File: src/rtl/seven_seg_pkg.sv
// seven_seg_pkg: shared types and constants for the seven-segment scanner.
// Holds the scan FSM state enum, active-low glyph patterns {g,f,e,d,c,b,a},
// the upstream overflow code, and the packed four-digit snapshot type.
package seven_seg_pkg;

  typedef enum logic {
    BLANK = 1'b0,
    DRIVE = 1'b1
  } state_e;

  // Active-low segment patterns, bit order {g,f,e,d,c,b,a}
  localparam logic [6:0] SEG_0     = 7'b1000000;
  localparam logic [6:0] SEG_1     = 7'b1111001;
  localparam logic [6:0] SEG_2     = 7'b0100100;
  localparam logic [6:0] SEG_3     = 7'b0110000;
  localparam logic [6:0] SEG_4     = 7'b0011001;
  localparam logic [6:0] SEG_5     = 7'b0010010;
  localparam logic [6:0] SEG_6     = 7'b0000010;
  localparam logic [6:0] SEG_7     = 7'b1111000;
  localparam logic [6:0] SEG_8     = 7'b0000000;
  localparam logic [6:0] SEG_9     = 7'b0010000;
  localparam logic [6:0] SEG_DASH  = 7'b0111111;
  localparam logic [6:0] SEG_BLANK = 7'b1111111;

  // Overflow code produced by the upstream BCD calculator
  localparam logic [3:0] BCD_OVF = 4'hF;

  // Four BCD digits; element 0 is the least significant digit
  typedef logic [3:0][3:0] bcd4_t;

  // Active-low one-hot anode pattern for a digit index
  function automatic logic [3:0] an_select(input logic [1:0] idx);
    logic [3:0] onehot;
    onehot = 4'b0001 << idx;
    return ~onehot;
  endfunction

endpackage

File: src/rtl/seven_seg_scanner_if.sv
// seven_seg_scanner_if: digit inputs and display outputs of the scanner.
// Ports: BCD0..BCD3 digits, LzbEn, DpMask (upstream -> scanner);
//        An, Seg, Dp active-low display drives (scanner -> display).
interface seven_seg_scanner_if;

  logic [3:0] BCD0;
  logic [3:0] BCD1;
  logic [3:0] BCD2;
  logic [3:0] BCD3;
  logic       LzbEn;
  logic [3:0] DpMask;
  logic [3:0] An;
  logic [6:0] Seg;
  logic       Dp;

  // Upstream side: supplies digits and display controls, sees the drives
  modport master (
    output BCD0, BCD1, BCD2, BCD3, LzbEn, DpMask,
    input  An, Seg, Dp
  );

  // Scanner side
  modport slave (
    input  BCD0, BCD1, BCD2, BCD3, LzbEn, DpMask,
    output An, Seg, Dp
  );

endinterface

File: src/rtl/seven_seg_scanner_bcd_to_seg.sv
// bcd_to_seg: combinational BCD to active-low seven-segment decoder.
// Ports: bcd_i digit value, blank_i forces all segments off, seg_o {g,f,e,d,c,b,a}.
// 0-9 standard glyphs, overflow code shows a dash, A-E render blank.
module bcd_to_seg
  import seven_seg_pkg::*;
(
  input  logic [3:0] bcd_i,
  input  logic       blank_i,
  output logic [6:0] seg_o
);

  always_comb begin
    seg_o = SEG_BLANK;
    if (!blank_i) begin
      unique case (bcd_i)
        4'd0:    seg_o = SEG_0;
        4'd1:    seg_o = SEG_1;
        4'd2:    seg_o = SEG_2;
        4'd3:    seg_o = SEG_3;
        4'd4:    seg_o = SEG_4;
        4'd5:    seg_o = SEG_5;
        4'd6:    seg_o = SEG_6;
        4'd7:    seg_o = SEG_7;
        4'd8:    seg_o = SEG_8;
        4'd9:    seg_o = SEG_9;
        BCD_OVF: seg_o = SEG_DASH;
        default: seg_o = SEG_BLANK;
      endcase
    end
  end

endmodule

File: src/rtl/seven_seg_scanner.sv
// seven_seg_scanner: time-multiplexed 4-digit seven-segment driver.
// Ports: Clk, Reset (sync, active-high); bus (slave) carries BCD0..3, LzbEn,
//        DpMask in and active-low An/Seg/Dp out, all outputs registered.
module seven_seg_scanner
  import seven_seg_pkg::*;
#(
  parameter int BLANK_CYCLES = 2,
  parameter int DRIVE_CYCLES = 100000
) (
  input  logic               Clk,
  input  logic               Reset,
  seven_seg_scanner_if.slave bus
);

  localparam int MAX_CYCLES = (BLANK_CYCLES > DRIVE_CYCLES) ? BLANK_CYCLES : DRIVE_CYCLES;
  localparam int CNT_W      = (MAX_CYCLES > 1) ? $clog2(MAX_CYCLES) : 1;

  localparam logic [CNT_W-1:0] BLANK_LAST = CNT_W'(BLANK_CYCLES - 1);
  localparam logic [CNT_W-1:0] DRIVE_LAST = CNT_W'(DRIVE_CYCLES - 1);

  state_e           state_q, state_d;
  logic [CNT_W-1:0] cnt_q,   cnt_d;
  logic [1:0]       idx_q,   idx_d;
  bcd4_t            snap_q,  snap_d;
  logic             lzb_q,   lzb_d;

  logic [3:0] an_q, an_d;
  logic [6:0] seg_q, seg_d;
  logic       dp_q, dp_d;

  logic [3:0] zero;
  logic       lz_blank;
  logic [6:0] seg_dec;

  // Next-state: counter, digit index and snapshot
  always_comb begin
    state_d = state_q;
    cnt_d   = cnt_q + CNT_W'(1);
    idx_d   = idx_q;
    snap_d  = snap_q;
    lzb_d   = lzb_q;
    unique case (state_q)
      BLANK: begin
        if (cnt_q == BLANK_LAST) begin
          state_d = DRIVE;
          cnt_d   = '0;
          // Whole frame is captured at once so digits never mix across frames
          if (idx_q == 2'd0) begin
            snap_d = {bus.BCD3, bus.BCD2, bus.BCD1, bus.BCD0};
            lzb_d  = bus.LzbEn;
          end
        end
      end
      DRIVE: begin
        if (cnt_q == DRIVE_LAST) begin
          state_d = BLANK;
          cnt_d   = '0;
          idx_d   = idx_q + 2'd1;
        end
      end
      default: begin
        state_d = BLANK;
        cnt_d   = '0;
      end
    endcase
  end

  // Leading-zero blanking on the digit about to be shown. Overflow code is
  // non-zero here, so a dash is never suppressed.
  always_comb begin
    for (int i = 0; i < 4; i++) begin
      zero[i] = (snap_d[i] == 4'd0);
    end
    unique case (idx_d)
      2'd3:    lz_blank = zero[3];
      2'd2:    lz_blank = zero[3] & zero[2];
      2'd1:    lz_blank = zero[3] & zero[2] & zero[1];
      default: lz_blank = 1'b0;
    endcase
  end

  bcd_to_seg u_dec (
    .bcd_i   (snap_d[idx_d]),
    .blank_i (lzb_d & lz_blank),
    .seg_o   (seg_dec)
  );

  // Outputs derived from the next state so they switch on the entering edge
  always_comb begin
    an_d  = 4'b1111;
    seg_d = SEG_BLANK;
    dp_d  = 1'b1;
    if (state_d == DRIVE) begin
      an_d  = an_select(idx_d);
      seg_d = seg_dec;
      dp_d  = ~bus.DpMask[idx_d];
    end
  end

  always_ff @(posedge Clk) begin
    if (Reset) begin
      state_q <= BLANK;
      cnt_q   <= '0;
      idx_q   <= 2'd0;
      snap_q  <= '0;
      lzb_q   <= 1'b0;
      an_q    <= 4'b1111;
      seg_q   <= SEG_BLANK;
      dp_q    <= 1'b1;
    end else begin
      state_q <= state_d;
      cnt_q   <= cnt_d;
      idx_q   <= idx_d;
      snap_q  <= snap_d;
      lzb_q   <= lzb_d;
      an_q    <= an_d;
      seg_q   <= seg_d;
      dp_q    <= dp_d;
    end
  end

  assign bus.An  = an_q;
  assign bus.Seg = seg_q;
  assign bus.Dp  = dp_q;

endmodule

File: src/flat_wrapper.sv
// flat-port wrapper written by rule: the top's interface ports become plain ports
module seven_seg_scanner_flat import seven_seg_pkg::*;
#(
  parameter int BLANK_CYCLES = 2,
  parameter int DRIVE_CYCLES = 100000
)
  (Clk, Reset, bus_BCD0, bus_BCD1, bus_BCD2, bus_BCD3, bus_LzbEn, bus_DpMask, bus_An, bus_Seg, bus_Dp);
  seven_seg_scanner_if bus_i ();
  input  logic Clk;
  input  logic Reset;
  input wire logic [$bits(bus_i.BCD0)-1:0] bus_BCD0;
  input wire logic [$bits(bus_i.BCD1)-1:0] bus_BCD1;
  input wire logic [$bits(bus_i.BCD2)-1:0] bus_BCD2;
  input wire logic [$bits(bus_i.BCD3)-1:0] bus_BCD3;
  input wire logic [$bits(bus_i.LzbEn)-1:0] bus_LzbEn;
  input wire logic [$bits(bus_i.DpMask)-1:0] bus_DpMask;
  output wire logic [$bits(bus_i.An)-1:0] bus_An;
  output wire logic [$bits(bus_i.Seg)-1:0] bus_Seg;
  output wire logic [$bits(bus_i.Dp)-1:0] bus_Dp;
  assign bus_i.BCD0 = bus_BCD0;
  assign bus_i.BCD1 = bus_BCD1;
  assign bus_i.BCD2 = bus_BCD2;
  assign bus_i.BCD3 = bus_BCD3;
  assign bus_i.LzbEn = bus_LzbEn;
  assign bus_i.DpMask = bus_DpMask;
  assign bus_An = bus_i.An;
  assign bus_Seg = bus_i.Seg;
  assign bus_Dp = bus_i.Dp;
  seven_seg_scanner #(.BLANK_CYCLES(BLANK_CYCLES), .DRIVE_CYCLES(DRIVE_CYCLES)) u_core (.Clk(Clk), .Reset(Reset), .bus(bus_i));
endmodule
File: config.mk
export PLATFORM = sky130hd
export DESIGN_NAME = seven_seg_scanner_flat
export DESIGN_NICKNAME = d
export VERILOG_FILES = /design/src/rtl/seven_seg_pkg.sv /design/src/rtl/seven_seg_scanner_if.sv /design/src/rtl/seven_seg_scanner_bcd_to_seg.sv /design/src/rtl/seven_seg_scanner.sv /design/src/flat_wrapper.sv
export SDC_FILE = /design/constraint.sdc
export NUM_CORES = 1
export LEC_CHECK = 0
export BUFFER_PORTS_ARGS = -buffer_cell sky130_fd_sc_hd__buf_2
export CAP_MARGIN = 10
export CORE_ASPECT_RATIO = 1.1
export CORE_MARGIN = 2
export CORE_UTILIZATION = 45
export DETAILED_ROUTE_END_ITERATION = 12
export PLACE_DENSITY_LB_ADDON = 0.05
export SYNTH_ARGS = -nofsm -noshare
export SYNTH_HDL_FRONTEND = slang
export SYNTH_HIERARCHICAL = 1
export SYNTH_SLANG_ARGS = --single-unit
File: constraint.sdc
create_clock -name Clk -period 8.3 [get_ports Clk]
set_input_delay 1.66 -clock Clk [delete_from_list [all_inputs] [get_ports Clk]]
set_output_delay 1.66 -clock Clk [all_outputs]
set_load 0.005 [all_outputs]
# Word-level counts from Yosys, hierarchy flattened
# Memories as Yosys holds them, arrays and structs flattened. A register that Yosys moved wholly into a read port is not among the register bits.
# Index checks and enable logic that the tools add are counted.
# Widths: inputs -> output; s select.
# word_totals
register_bits	42
romBits	112
inputBits	23
output_inout_bits	12
memories	1
# classes
addsub	2
n_lt_le_gt_ge	1
n_eq_ne	5
n_shift	1
mux	19
n_bitwise	7
reduce_logical	6
# mem_list
memory	words	width	rd	rd_clocked_by_memory_dff	write_ports	line_no	rtl
(no name shown)	16	7	1	1	0	seven_seg_scanner_bcd_to_seg.sv:15	unique case (bcd_i)
# op_table
cell	n
$mux 16	3
$mux 17	2
$pmux 17 s2	1
$add 17x1->17 const B	1
$eq 17x1->1 const B	1
$eq 17x17->1 const B	1
$logic_not 4->1	3
$bmux 4 s2	1
$mux 1	6
$eq 2x2->1 const B	2
$mux 2	2
$mux 4	1
$not 4->4	1
$shl 1x2->4 const A	1
$and 1x1->1	3
$lt 2x3->1 const B	1
$not 1->1	3
$pmux 1 s3	1
$reduce_or 3->1	1
$add 2x1->2 const B	1
$bmux 1 s2	1
$eq 2x1->1 const B	1
$logic_not 2->1	1
$pmux 1 s2	1
$reduce_or 2->1	1

# Depth between registers and ports, before layout
# Gate-level depths: netlist of run 1.
# logic_depth
ltp_word	10
depth_mapped	15

# Hierarchy
# Netlist of run 1, hierarchy kept.
# modules_own_cells
module	n_inst	cells_per_inst	area_per_inst_um2
seven_seg_scanner	1	289	2497.4
bcd_to_seg	1	37	259.0

# Worst setup path after synthesis of run 1
# OpenSTA, ideal clock, no wires.
# synth_timing
kind	flip-flop to flip-flop
from	reg u_core.idx_q[1]
to	reg u_core.seg_q[0] (netlist: u_core/bus.Seg[0])
setup_time_ns	0.117
arrival_time_ns	3.300
setup_slack_ns	4.883
path_stages_with_launch	16
cell_sequence	dfxtp_1 buf_1 clkinv_1 ha_1 clkbuf_1 buf_2 mux2i_1 mux2_1 o211ai_1 o31a_1 inv_1 ha_1 or2_1 a211oi_2 nor2_1 nand2b_1
# synth_between
elab_chain_len	10
word_cells_on_any_way	23
# synth_rtl
element	line_no	rtl
from (decl)	seven_seg_scanner.sv:23	logic [1:0] idx_q, idx_d;
from (signal assigned)	seven_seg_scanner.sv:113	idx_q <= idx_d;
$logic_not 2->1	seven_seg_scanner.sv:48	if (idx_q == 2'd0) begin
$mux 16	seven_seg_scanner.sv:48	
$mux 16	seven_seg_scanner.sv:44	if (cnt_q == BLANK_LAST) begin
$mux 16	seven_seg_scanner.sv:42	unique case (state_q)
$logic_not 4->1	seven_seg_scanner.sv:72	zero[i] = (snap_d[i] == 4'd0);
$and 1x1->1	seven_seg_scanner.sv:76, seven_seg_scanner.sv:77	
$and 1x1->1	seven_seg_scanner.sv:77	2'd1: lz_blank = zero[3] & zero[2] & zero[1];
$pmux 1 s3	seven_seg_scanner.sv:74	unique case (idx_d)
$and 1x1->1	seven_seg_scanner.sv:84	.blank_i (lzb_d & lz_blank),
$reduce_or 3->1 (no source line)	-	
to (decl)	seven_seg_scanner.sv:28	logic [6:0] seg_q, seg_d;
# Parallel ways exist; a longest one is shown, timed or not. The select of a mux whose other input is x is not followed.
# A chain may end at the register's enable or synchronous reset.

# Worst setup path in the final report of run 1
# Ends and elaborated chain as after synthesis.

==> results of run 1 <==
[critical path: stages, from the launching register on]
cell and delay [ns]:
sky130_fd_sc_hd__dfxtp_1 0.86, sky130_fd_sc_hd__clkinv_1 0.44, sky130_fd_sc_hd__ha_1 0.80, sky130_fd_sc_hd__mux2i_1 0.15, sky130_fd_sc_hd__mux2_1 0.31, sky130_fd_sc_hd__o211ai_1 0.16
sky130_fd_sc_hd__o31a_1 0.32, sky130_fd_sc_hd__inv_1 0.13, sky130_fd_sc_hd__ha_1 0.18, sky130_fd_sc_hd__or2_1 0.22, sky130_fd_sc_hd__a211oi_2 0.24, sky130_fd_sc_hd__nor2_1 0.07
sky130_fd_sc_hd__nand2b_1 0.13
[where the power goes]
| part | switching (uW) | internal [uW] | leakage, uW |
|---|---|---|---|
| clock network | 80.9 | 120 | 0.0000681 |
| registers | 16.8 | 257 | 0.000399 |
| logic | 84.9 | 67.0 | 0.000612 |
[metrics by stage]
step                cells  util (%)
floorplan             326         -
global placement      421      50.4
detailed placement    421      50.4
CTS                   429      52.7
global route          430      52.8
finish                430      52.8
[synth_stat cells (all sizes together), types with 10 or more instances]
cell / count / area, um2
nor2: 28 / 105
mux2i: 14 / 140
nor4: 10 / 83.8
mux2: 10 / 113
a211oi: 10 / 80.1
nand2: 44 / 168
nand2b: 10 / 62.6
clkbuf: 10 / 37.5
o21ai: 10 / 50.1
dfxtp: 49 / 981
nand3: 14 / 70.1
a21oi: 24 / 120
[metal layers]
metal | track usage, % | part of all wire [%] | vias up
met3 | 2.74 | 3.0 | 9
li1 | - | - | 1190
met4 | 6.70 | 1.5 | 0
met1 | 25.7 | 49 | 1072
met2 | 31.9 | 46 | 42
met5 | 0 | 0 | -
[layout make-up]
type	instances	area share (%)
flip-flops and latches	49	31.8
well taps	77	3.12
inverters	7	0.851
repair buffers	37	6.24
clock buffers	5	2.23
multi-input cells	252	53.7
clock inverters	3	2.11
[registers in the layout, indices dropped and copies added (netlist names)]
| signal | cells |
|---|---|
| u_core/idx_q | 2 |
| u_core/bus.Seg | 7 |
| u_core/bus.An | 4 |
| u_core/snap_q | 16 |
| u_core/state_q | 1 |
| u_core/lzb_q | 1 |
| u_core/cnt_q | 17 |
| u_core/bus.Dp | 1 |
[how the worst max path moves through the flow]
stage                               start                            to  slack [ns]
5_1_grt        u_core/idx_q[1]$_SDFF_PP0_  u_core/bus.Seg[0]$_SDFF_PP1_        3.83
3_3_place_gp   u_core/idx_q[1]$_SDFF_PP0_  u_core/bus.Seg[0]$_SDFF_PP1_        4.32
3_5_place_dp   u_core/idx_q[1]$_SDFF_PP0_  u_core/bus.Seg[0]$_SDFF_PP1_        4.22
4_1_cts        u_core/idx_q[1]$_SDFF_PP0_  u_core/bus.Seg[0]$_SDFF_PP1_        4.19
2_1_floorplan  u_core/idx_q[1]$_SDFF_PP0_  u_core/bus.Seg[0]$_SDFF_PP1_        4.88
6_report       u_core/idx_q[1]$_SDFF_PP0_  u_core/bus.Seg[0]$_SDFF_PP1_        4.17
[placed cells by master, fill, tap and decap left out, drive strengths merged, types with 9 or more instances in the layout]
master  count
nor2       28
xor2        9
ha          9
a21oi      24
nor4       10
dfxtp      49
mux2       10
o21ai      10
nand2      44
buf        37
nand3      14
a211oi     10
mux2i      14
xnor2       9
nand2b     10
[kinds of logic (layout without fill, tap and decap cells)]
kind of cell | count (synthesis) | after routing | synth area share (%)
xor gates and xnor gates | 18 | 18 | 5.72
and+or+nand+nor | 136 | 136 | 25.3
adders and majority gates | 9 | 9 | 4.09
DFF | 49 | 49 | 35.6
AOI/OAI and AO/OA | 64 | 64 | 14.8
muxes | 25 | 25 | 9.99
buffers and inverters | 25 | 52 | 4.49
==> reports/results.tsv, run 1 <==
metric	value	unit
final-max-slew-violation-count	0	
fmax	242	MHz
setup_repair_after_global_routing_missed_its_margin	no	
routed_wl	6250	um
critPathMaxFanout	22	
final-seq-area	981	um2
global_route.usage.total	19.3	%
initialDrtViolationCount	86	
layout-drive-gt1-share	17.3	%
dp_worst_setup_slack	4.22	ns
grt_first_pass_wirelength	10300	um
dp.final_hpwl	4490	um
area_growth_syn_to_layout	12.0	%
syn_area_per_cell	8.46	um2
critPathArrivalTime	4.31	ns
placeable_core_area	5840	um2
num_vias	2313	
period_needed	4.13	ns
cts_inserted_buffers	5	
ctsResizeCount	0	
post_drt_wl_per_cell	14.5	um
grt_pass1_vias	2154	
total_clock_sinks	49	
holdCritStartpoint	u_core/lzb_q$_SDFF_PP0_	
yosys_warnings	6	
critical_path_class	reg -> reg	
cts_hold_buffers	0	
worstRegToRegCells	12	
route.detailed.drc	0	
final_antenna_net_count	0	
timing.max_slew.rel_slack	46.0	%
hold-path-cell-count	2	
p_leak	0.00108	uW
postPlaceCellArea	2950	um2
critPathCaptureType	flip-flop	
grt_max_degree	33	
fill_count	565	
total_negative_slack_for_setup_checks	0	ns
syn-num-nets	358	
power_density	203	nW/um2
synth.ff_latch_count	49	
total_i_o_pin_count	35	
die_h	86.1	um
initial_antenna_violation_count	0	
maxCapViolations	0	
fp-row-count	29	
design_power_total	627	uW
postCtsSetupBuffers	0	
buffer_ports.inserted	34	
setup_ws	4.17	ns
postSynth.topFlopCell	sky130_fd_sc_hd__dfxtp_1	
chipWidth	78.6	um
clock-skew-final	0.00658	ns
final_design_area_no_fill	3090	um2
required	8.48	ns
timing.final.hold_violations	0	
cts.clk_slew.worst_paths	0.09	ns
worst_ir_drop_vdd	0.0746	mV
netlist_area	2760	um2
holdCritPathClass	reg -> reg	
synth-edff-count	0	
globalplace.congestion	0.846	
clk_latency	0.30	ns
avgViaCountPerCell	5.38	
finalHoldWorstSlack	0.466	ns
startpoint_type	flip-flop	
tritoncts	yes	
timing.hold.worst_endpoint	u_core/lzb_q$_SDFF_PP0_	
insertedDiodeCount	0	
globalRouteOverflowTotal	0	
cts.root.buffer_cell	sky130_fd_sc_hd__clkbuf_8	
finalCritPeriodShare	49.7	%
worst_pin_slew	0.809	ns
drt_pass1_iterations	4	
synth.lib_cells_used.distinct	53	
starting_density	47.2	%
worst-r2r-setup-slack	4.17	ns
ctsHtreeMaxLevel	2	
rr_endpoint	u_core/bus.Seg[0]$_SDFF_PP1_	
post_synth_inst_count	326	
rr_startpoint	u_core/idx_q[1]$_SDFF_PP0_	
dieArea	6770	um2
ys_seq_area_share	35.6	%
footprint_of_the_multi_input_gates	1660	um2
run_status	complete, no violations	
design.final.nets	384	
setup_violations	0	
ys_async_sr_fraction	0	%
ctsLongestPathBuffers	2	
No activity file was read; power rests on OpenSTA's default activity.
==> run 2: changes to the inputs <==
- ABC_AREA: not set -> 1
- clock period: 8.3 -> 3.48 ns (I/O delays scaled with it)
==> run 2 against run 1 <==
  * Maximum frequency up 47%
  * Clock skew up 0.0030 ns
  * Register-to-register slack worse by 3.5 ns
  * Clock power up 94%
  * Core utilization down 0.36 points
  * Non-clock buffer count down 2
  * Power up 140%
  * Via count down 8.6%
  * Final area down 8.9%
  * Critical endpoint is now u_core/bus.Seg[4]$_SDFF_PP1_
  * Combinational power rose to 3.1 times the previous value
  * Sequential cell count unchanged
  * Highest routed layer unchanged
==> reports/results.tsv, run 2 <==
metric	value	unit
ctsHtreeMaxLevel	2	
period_needed	2.81	ns
final_antenna_net_count	0	
buffer_ports.inserted	34	
clock-skew-final	0.00959	ns
ctsLongestPathBuffers	2	
dominant_cell_by_count_in_the_synthesized_netlist	sky130_fd_sc_hd__nand2_1	
timing.max_slew.rel_slack	65.9	%
grt_pass1_vias	1911	
area_growth_syn_to_layout	13.4	%
fmax	356	MHz
met3WireLength	163	um
grt_max_degree	26	
netlist_area	2480	um2
layout-drive-gt1-share	21.1	%
globalRouteOverflowTotal	0	
power_density	532	nW/um2
dieArea	6120	um2
ys_seq_area_share	39.5	%
startpoint_type	flip-flop	
final_design_area_no_fill	2810	um2
most-common-layout-cells	sky130_fd_sc_hd__nand2_1 (75), sky130_fd_sc_hd__nor2_1 (57), sky130_fd_sc_hd__dfxtp_1 (49)	
post_drt_wl_per_cell	11.3	um
insertedDiodeCount	0	
globalplace.congestion	0.887	
postPlaceCellArea	2710	um2
cts_hold_buffers	0	
dp.final_hpwl	3920	um
critPathArrivalTime	2.99	ns
avgViaCountPerCell	4.65	
total_i_o_pin_count	35	
post_synth_inst_count	344	
placeable_core_area	5360	um2
critical_path_class	reg -> reg	
design.final.nets	411	
largest_register_ffs	17	
fp-row-count	28	
route.detailed.drc	0	
routed_wl	5140	um
initial_antenna_violation_count	0	
grt_first_pass_wirelength	8740	um
die_h	81.9	um
critPathCaptureType	flip-flop	
final-max-slew-violation-count	0	
synthDominantCellAreaShare	39.5	%
synth-edff-count	0	
detail_route.wirelength.met1	2370	um
synth.largest_area_cell	sky130_fd_sc_hd__dfxtp_1	
worst_pin_slew	0.512	ns
yosys_warnings	6	
num_vias	2113	
tritoncts	yes	
layout_commonest_cell	sky130_fd_sc_hd__nand2_1	
clk_latency	0.30	ns
synth_top_cells_by_count	sky130_fd_sc_hd__nand2_1 (75), sky130_fd_sc_hd__nor2_1 (57), sky130_fd_sc_hd__dfxtp_1 (49), sky130_fd_sc_hd__inv_1 (41), sky130_fd_sc_hd__nand3_1 (20)	
timing.final.hold_violations	0	
initialDrtViolationCount	63	
p_leak	0.00131	uW
cts.clk_slew.worst_paths	0.09	ns
required	3.66	ns
holdCritPathClass	reg -> reg	
critPathMaxFanout	23	
total_negative_slack_for_setup_checks	0	ns
setup_repair_after_global_routing_missed_its_margin	no	
setup_violations	0	
drt_pass1_iterations	4	
highest_metal_used	met4	
registers.top_by_ff_count	u_core/cnt_q	
synth.lib_cells_used.distinct	34	
run_status	complete, no violations	
met2RoutedLength	2510	um
syn-num-nets	376	
syn_area_per_cell	7.21	um2
ctsResizeCount	0	
worst_ir_drop_vdd	0.312	mV
postCtsSetupBuffers	0	
ys_top_cells_by_area	sky130_fd_sc_hd__dfxtp_1 (40%), sky130_fd_sc_hd__nand2_1 (11%), sky130_fd_sc_hd__nor2_1 (8.6%)	
cts.root.buffer_cell	sky130_fd_sc_hd__clkbuf_8	
global_route.usage.total	18.7	%
postSynth.topFlopCell	sky130_fd_sc_hd__dfxtp_1	
synth.ff_latch_count	49	
ys_async_sr_fraction	0	%
chipWidth	74.8	um
total_clock_sinks	49	
finalCritPeriodShare	80.6	%
fill_count	573	
maxCapViolations	0	
starting_density	46.3	%
cts_inserted_buffers	5	
==> run 2: cell count changes after synthesis, moves of 7 or more <==
| cell | before | now |
|---|---|---|
| sky130_fd_sc_hd__xor2_1 | 9 | 2 |
| sky130_fd_sc_hd__nand2_2 | 1 | 9 |
| sky130_fd_sc_hd__nand2b_1 | 10 | 0 |
| sky130_fd_sc_hd__xnor2_1 | 9 | 0 |
| sky130_fd_sc_hd__inv_1 | 6 | 41 |
| sky130_fd_sc_hd__nand2_1 | 43 | 75 |
| sky130_fd_sc_hd__mux2_2 | 7 | 0 |
| sky130_fd_sc_hd__clkbuf_1 | 10 | 3 |
| sky130_fd_sc_hd__mux2i_1 | 14 | 0 |
| sky130_fd_sc_hd__nor2_1 | 28 | 57 |
| sky130_fd_sc_hd__nor4_1 | 8 | 0 |
==> run 2: path summary, 6_finish.rpt <==
path                                                   start                      endpoint  slack (ns)  depth (start not counted)
worst max-delay path              u_core/cnt_q[0]$_SDFF_PP0_  u_core/bus.Seg[4]$_SDFF_PP1_        0.67                         18
worst min-delay path            u_core/snap_q[13]$_SDFF_PP0_  u_core/snap_q[13]$_SDFF_PP0_        0.47                          2
worst max register to register    u_core/cnt_q[0]$_SDFF_PP0_  u_core/bus.Seg[4]$_SDFF_PP1_        0.67                         18
worst min register to register  u_core/snap_q[13]$_SDFF_PP0_  u_core/snap_q[13]$_SDFF_PP0_        0.47                          2
==> run 2: per-stage QoR <==
step / instances / util [%] / hold slack, ns / total power, uW / setup slack, ns
finish: 454 / 52.5 / 0.473 / 1500 / 0.674
global route: 454 / 52.5 / 0.497 / 1620 / 0.354
CTS: 454 / 52.5 / 0.477 / 1520 / 0.665
detailed placement: 447 / 50.5 / 0.457 / 1120 / 0.678
global placement: 447 / 50.5 / 0.449 / 1120 / 0.704
floorplan: 344 / - / 0.433 / 1020 / 1.10
==> run 2: final cells by class <==
class / instances / area [um2] / area share [%]
Clock buffer: 5 / 68.8 / 2.45
Clock inverter: 2 / 35.0 / 1.25
Inverter: 45 / 169 / 6.01
Multi-Input combinational cell: 243 / 1290 / 45.8
Sequential cell: 49 / 981 / 34.9
Tap cell: 75 / 93.8 / 3.34
Timing Repair Buffer: 35 / 178 / 6.32
==> run 2: critical path: stages, from the launching register on <==
cell	delay, ns
sky130_fd_sc_hd__dfxtp_1	0.39
sky130_fd_sc_hd__ha_1	0.16
sky130_fd_sc_hd__inv_1	0.03
sky130_fd_sc_hd__nor2_1	0.08
sky130_fd_sc_hd__nand2_1	0.08
sky130_fd_sc_hd__nor2_4	0.12
sky130_fd_sc_hd__nand4_4	0.31
sky130_fd_sc_hd__or2_2	0.40
sky130_fd_sc_hd__o21ai_0	0.11
sky130_fd_sc_hd__nor2_1	0.06
sky130_fd_sc_hd__a21oi_1	0.11
sky130_fd_sc_hd__nand2_1	0.15
sky130_fd_sc_hd__inv_1	0.17
sky130_fd_sc_hd__ha_1	0.16
sky130_fd_sc_hd__nand2_1	0.06
sky130_fd_sc_hd__a21oi_1	0.13
sky130_fd_sc_hd__nand2_1	0.06
sky130_fd_sc_hd__inv_1	0.05
sky130_fd_sc_hd__nand2_1	0.04
==> run 2: where the power goes <==
part / internal (uW) / switching (uW)
Clock: 209 / 181
Combinational: 165 / 299
Sequential: 623 / 19.9
Total: 997 / 500
==> run 2: kinds of logic (layout without fill, tap and decap cells) <==
group | count (synthesis) | in the layout | synth area share, %
AOI/OAI and AO/OA | 42 | 42 | 11.0
adders and majority gates | 9 | 9 | 4.54
and+or+nand+nor | 190 | 190 | 35.7
buffers and inverters | 52 | 87 | 8.57
DFF | 49 | 49 | 39.5
xor gates and xnor gates | 2 | 2 | 0.706
==> run 2: per-layer routing <==
metal	vias up	GRT usage [%]
met2	31	31.9
met4	0	6.79
met5	-	0
met3	8	3.93
met1	930	23.0
li1	1144	-
==> run 3: changes to the inputs <==
- clock period: 3.48 -> 2.4 ns (I/O delays scaled with it)
==> run 3 against run 2 <==
  * Hold slack lost 0.024 ns
  * Clock-buffer cell count increased by 2
  * Sequential cell count unchanged
  * Clock skew down 0.0015 ns
  * Die area unchanged
  * Cell count is 9.7% higher
  * Non-clock buffer count is 44 higher
  * Combinational power is 110% higher
  * The run now ends with setup timing left
  * Via count increased by 11%
  * Critical path depth fell by 2
  * Register-to-register slack got worse by 0.67 ns
  * Critical endpoint is now u_core/bus.Seg[0]$_SDFF_PP1_
  * Routed wire length increased by 12%
==> reports/results.tsv, run 3 (synthesis results as in run 2) <==
metric	value	unit
setup_repair_after_global_routing_missed_its_margin	yes	
chipWidth	74.8	um
route.detailed.drc	0	
dp.final_hpwl	4220	um
area_growth_syn_to_layout	33.0	%
holdCritPathClass	in -> reg	
clock-skew-final	0.00809	ns
setup_violations	1	
routed_wl	5740	um
final_antenna_net_count	0	
placeable_core_area	5360	um2
largest_register_ffs	17	
total_negative_slack_for_setup_checks	-0.000509	ns
power_density	735	nW/um2
run_status	finished, violations left	
total_i_o_pin_count	35	
period_needed	2.40	ns
total_clock_sinks	49	
initial_antenna_violation_count	0	
buffer_ports.inserted	34	
cts.clk_slew.worst_paths	0.09	ns
drt_pass1_iterations	4	
maxCapViolations	0	
worst_pin_slew	0.488	ns
critical_path_class	reg -> reg	
clk_latency	0.29	ns
post-route-util	61.6	%
fp-row-count	28	
global_route.usage.total	19.6	%
critPathMaxFanout	5	
startpoint_type	flip-flop	
layout-drive-gt1-share	36.6	%
initialDrtViolationCount	60	
design_power_total	2430	uW
globalRouteOverflowTotal	0	
critPathCaptureType	flip-flop	
critPathArrivalTime	2.59	ns
worst_ir_drop_vdd	0.443	mV
globalplace.congestion	0.845	
highest_metal_used	met4	
final-max-slew-violation-count	0	
insertedDiodeCount	0	
ctsLongestPathBuffers	2	
ctsHtreeMaxLevel	2	
design.final.nets	455	
failed_checks	setup timing	
detail_route.wirelength.met1	2510	um
met3WireLength	137	um
cts_hold_buffers	0	
die_h	81.9	um
cts_inserted_buffers	5	
required	2.59	ns
postPlaceCellArea	2970	um2
final_design_area_no_fill	3300	um2
grt_pass1_vias	2140	
starting_density	46.3	%
grt_max_degree	25	
registers.top_by_ff_count	u_core/cnt_q	
dieArea	6120	um2
layout_commonest_cell	sky130_fd_sc_hd__nand2_1	
finalCritPeriodShare	100	%
dp_worst_setup_slack	-0.0974	ns
avgViaCountPerCell	4.71	
fmax	417	MHz
num_vias	2346	
most-common-layout-cells	sky130_fd_sc_hd__nand2_1 (65), sky130_fd_sc_hd__nor2_1 (55), sky130_fd_sc_hd__dfxtp_1 (47)	
setup_ws	-0.000509	ns
met2RoutedLength	3000	um
timing.final.hold_violations	0	
grt_first_pass_wirelength	9250	um
post_drt_wl_per_cell	11.5	um
cts.root.buffer_cell	sky130_fd_sc_hd__clkbuf_8	
timing.max_slew.rel_slack	67.4	%
p_leak	0.00155	uW
tritoncts	yes	
==> run 3: where the power goes <==
part           switching, uW  total, uW  internal [uW]
clock                    261        490            229
combinational            542        997            455
sequential              33.2        939            906
==> run 3: worst paths after layout <==
path	from	cells past startpoint	to	slack (ns)
worst max-delay path	u_core/cnt_q[0]$_SDFF_PP0_	16	u_core/bus.Seg[0]$_SDFF_PP1_	-0.0005
worst min-delay path	bus_BCD2[3]	3	u_core/snap_q[11]$_SDFF_PP0_	0.45
worst max register to register	u_core/cnt_q[0]$_SDFF_PP0_	16	u_core/bus.Seg[0]$_SDFF_PP1_	-0.0005
worst min register to register	u_core/snap_q[11]$_SDFF_PP0_	2	u_core/snap_q[11]$_SDFF_PP0_	0.48
==> run 3: area by class of cell <==
cell class	instances	area (um2)
Fill cell	523	2060
Multi-Input combinational cell	243	1430
Sequential cell	49	983
Timing Repair Buffer	79	536
Inverter	45	174
Tap cell	75	93.8
Clock buffer	7	86.3
==> run 3: worst max-delay path, cell delays in order (launching register included) <==
cell and delay [ns]:
sky130_fd_sc_hd__dfxtp_2 0.38, sky130_fd_sc_hd__ha_1 0.19, sky130_fd_sc_hd__nand2_2 0.08, sky130_fd_sc_hd__nor2_4 0.14
sky130_fd_sc_hd__nand3_4 0.11, sky130_fd_sc_hd__o21ai_4 0.28, sky130_fd_sc_hd__nand2_2 0.13, sky130_fd_sc_hd__nor2_1 0.14
sky130_fd_sc_hd__a21oi_2 0.05, sky130_fd_sc_hd__nand2_2 0.11, sky130_fd_sc_hd__inv_4 0.06, sky130_fd_sc_hd__ha_2 0.15
sky130_fd_sc_hd__or2_1 0.22, sky130_fd_sc_hd__nand3_1 0.08, sky130_fd_sc_hd__nand2_1 0.05, sky130_fd_sc_hd__inv_1 0.06
sky130_fd_sc_hd__nand2_1 0.04
==> run 3: per-layer routing <==
metal / vias to the layer above / track usage [%]
li1: 1236 / -
met1: 1077 / 23.1
met2: 24 / 35.5
met3: 9 / 3.44
met4: 0 / 6.79
met5: - / 0
==> run 3: through the flow <==
step | hold slack, ns | std cells
2_1_floorplan | 0.433 | 344
3_3_place_gp | 0.456 | 480
3_5_place_dp | 0.462 | 480
4_1_cts | 0.435 | 494
5_1_grt | 0.467 | 498
6_report | 0.449 | 498
==> run 3: what timing repair did <==
item | 4_1_cts | 5_1_grt
resized for setup | 35 | 15
setup buffers | 7 | 4
pin swaps | 9 | 12
endpoints found under the setup margin | 7 | 7
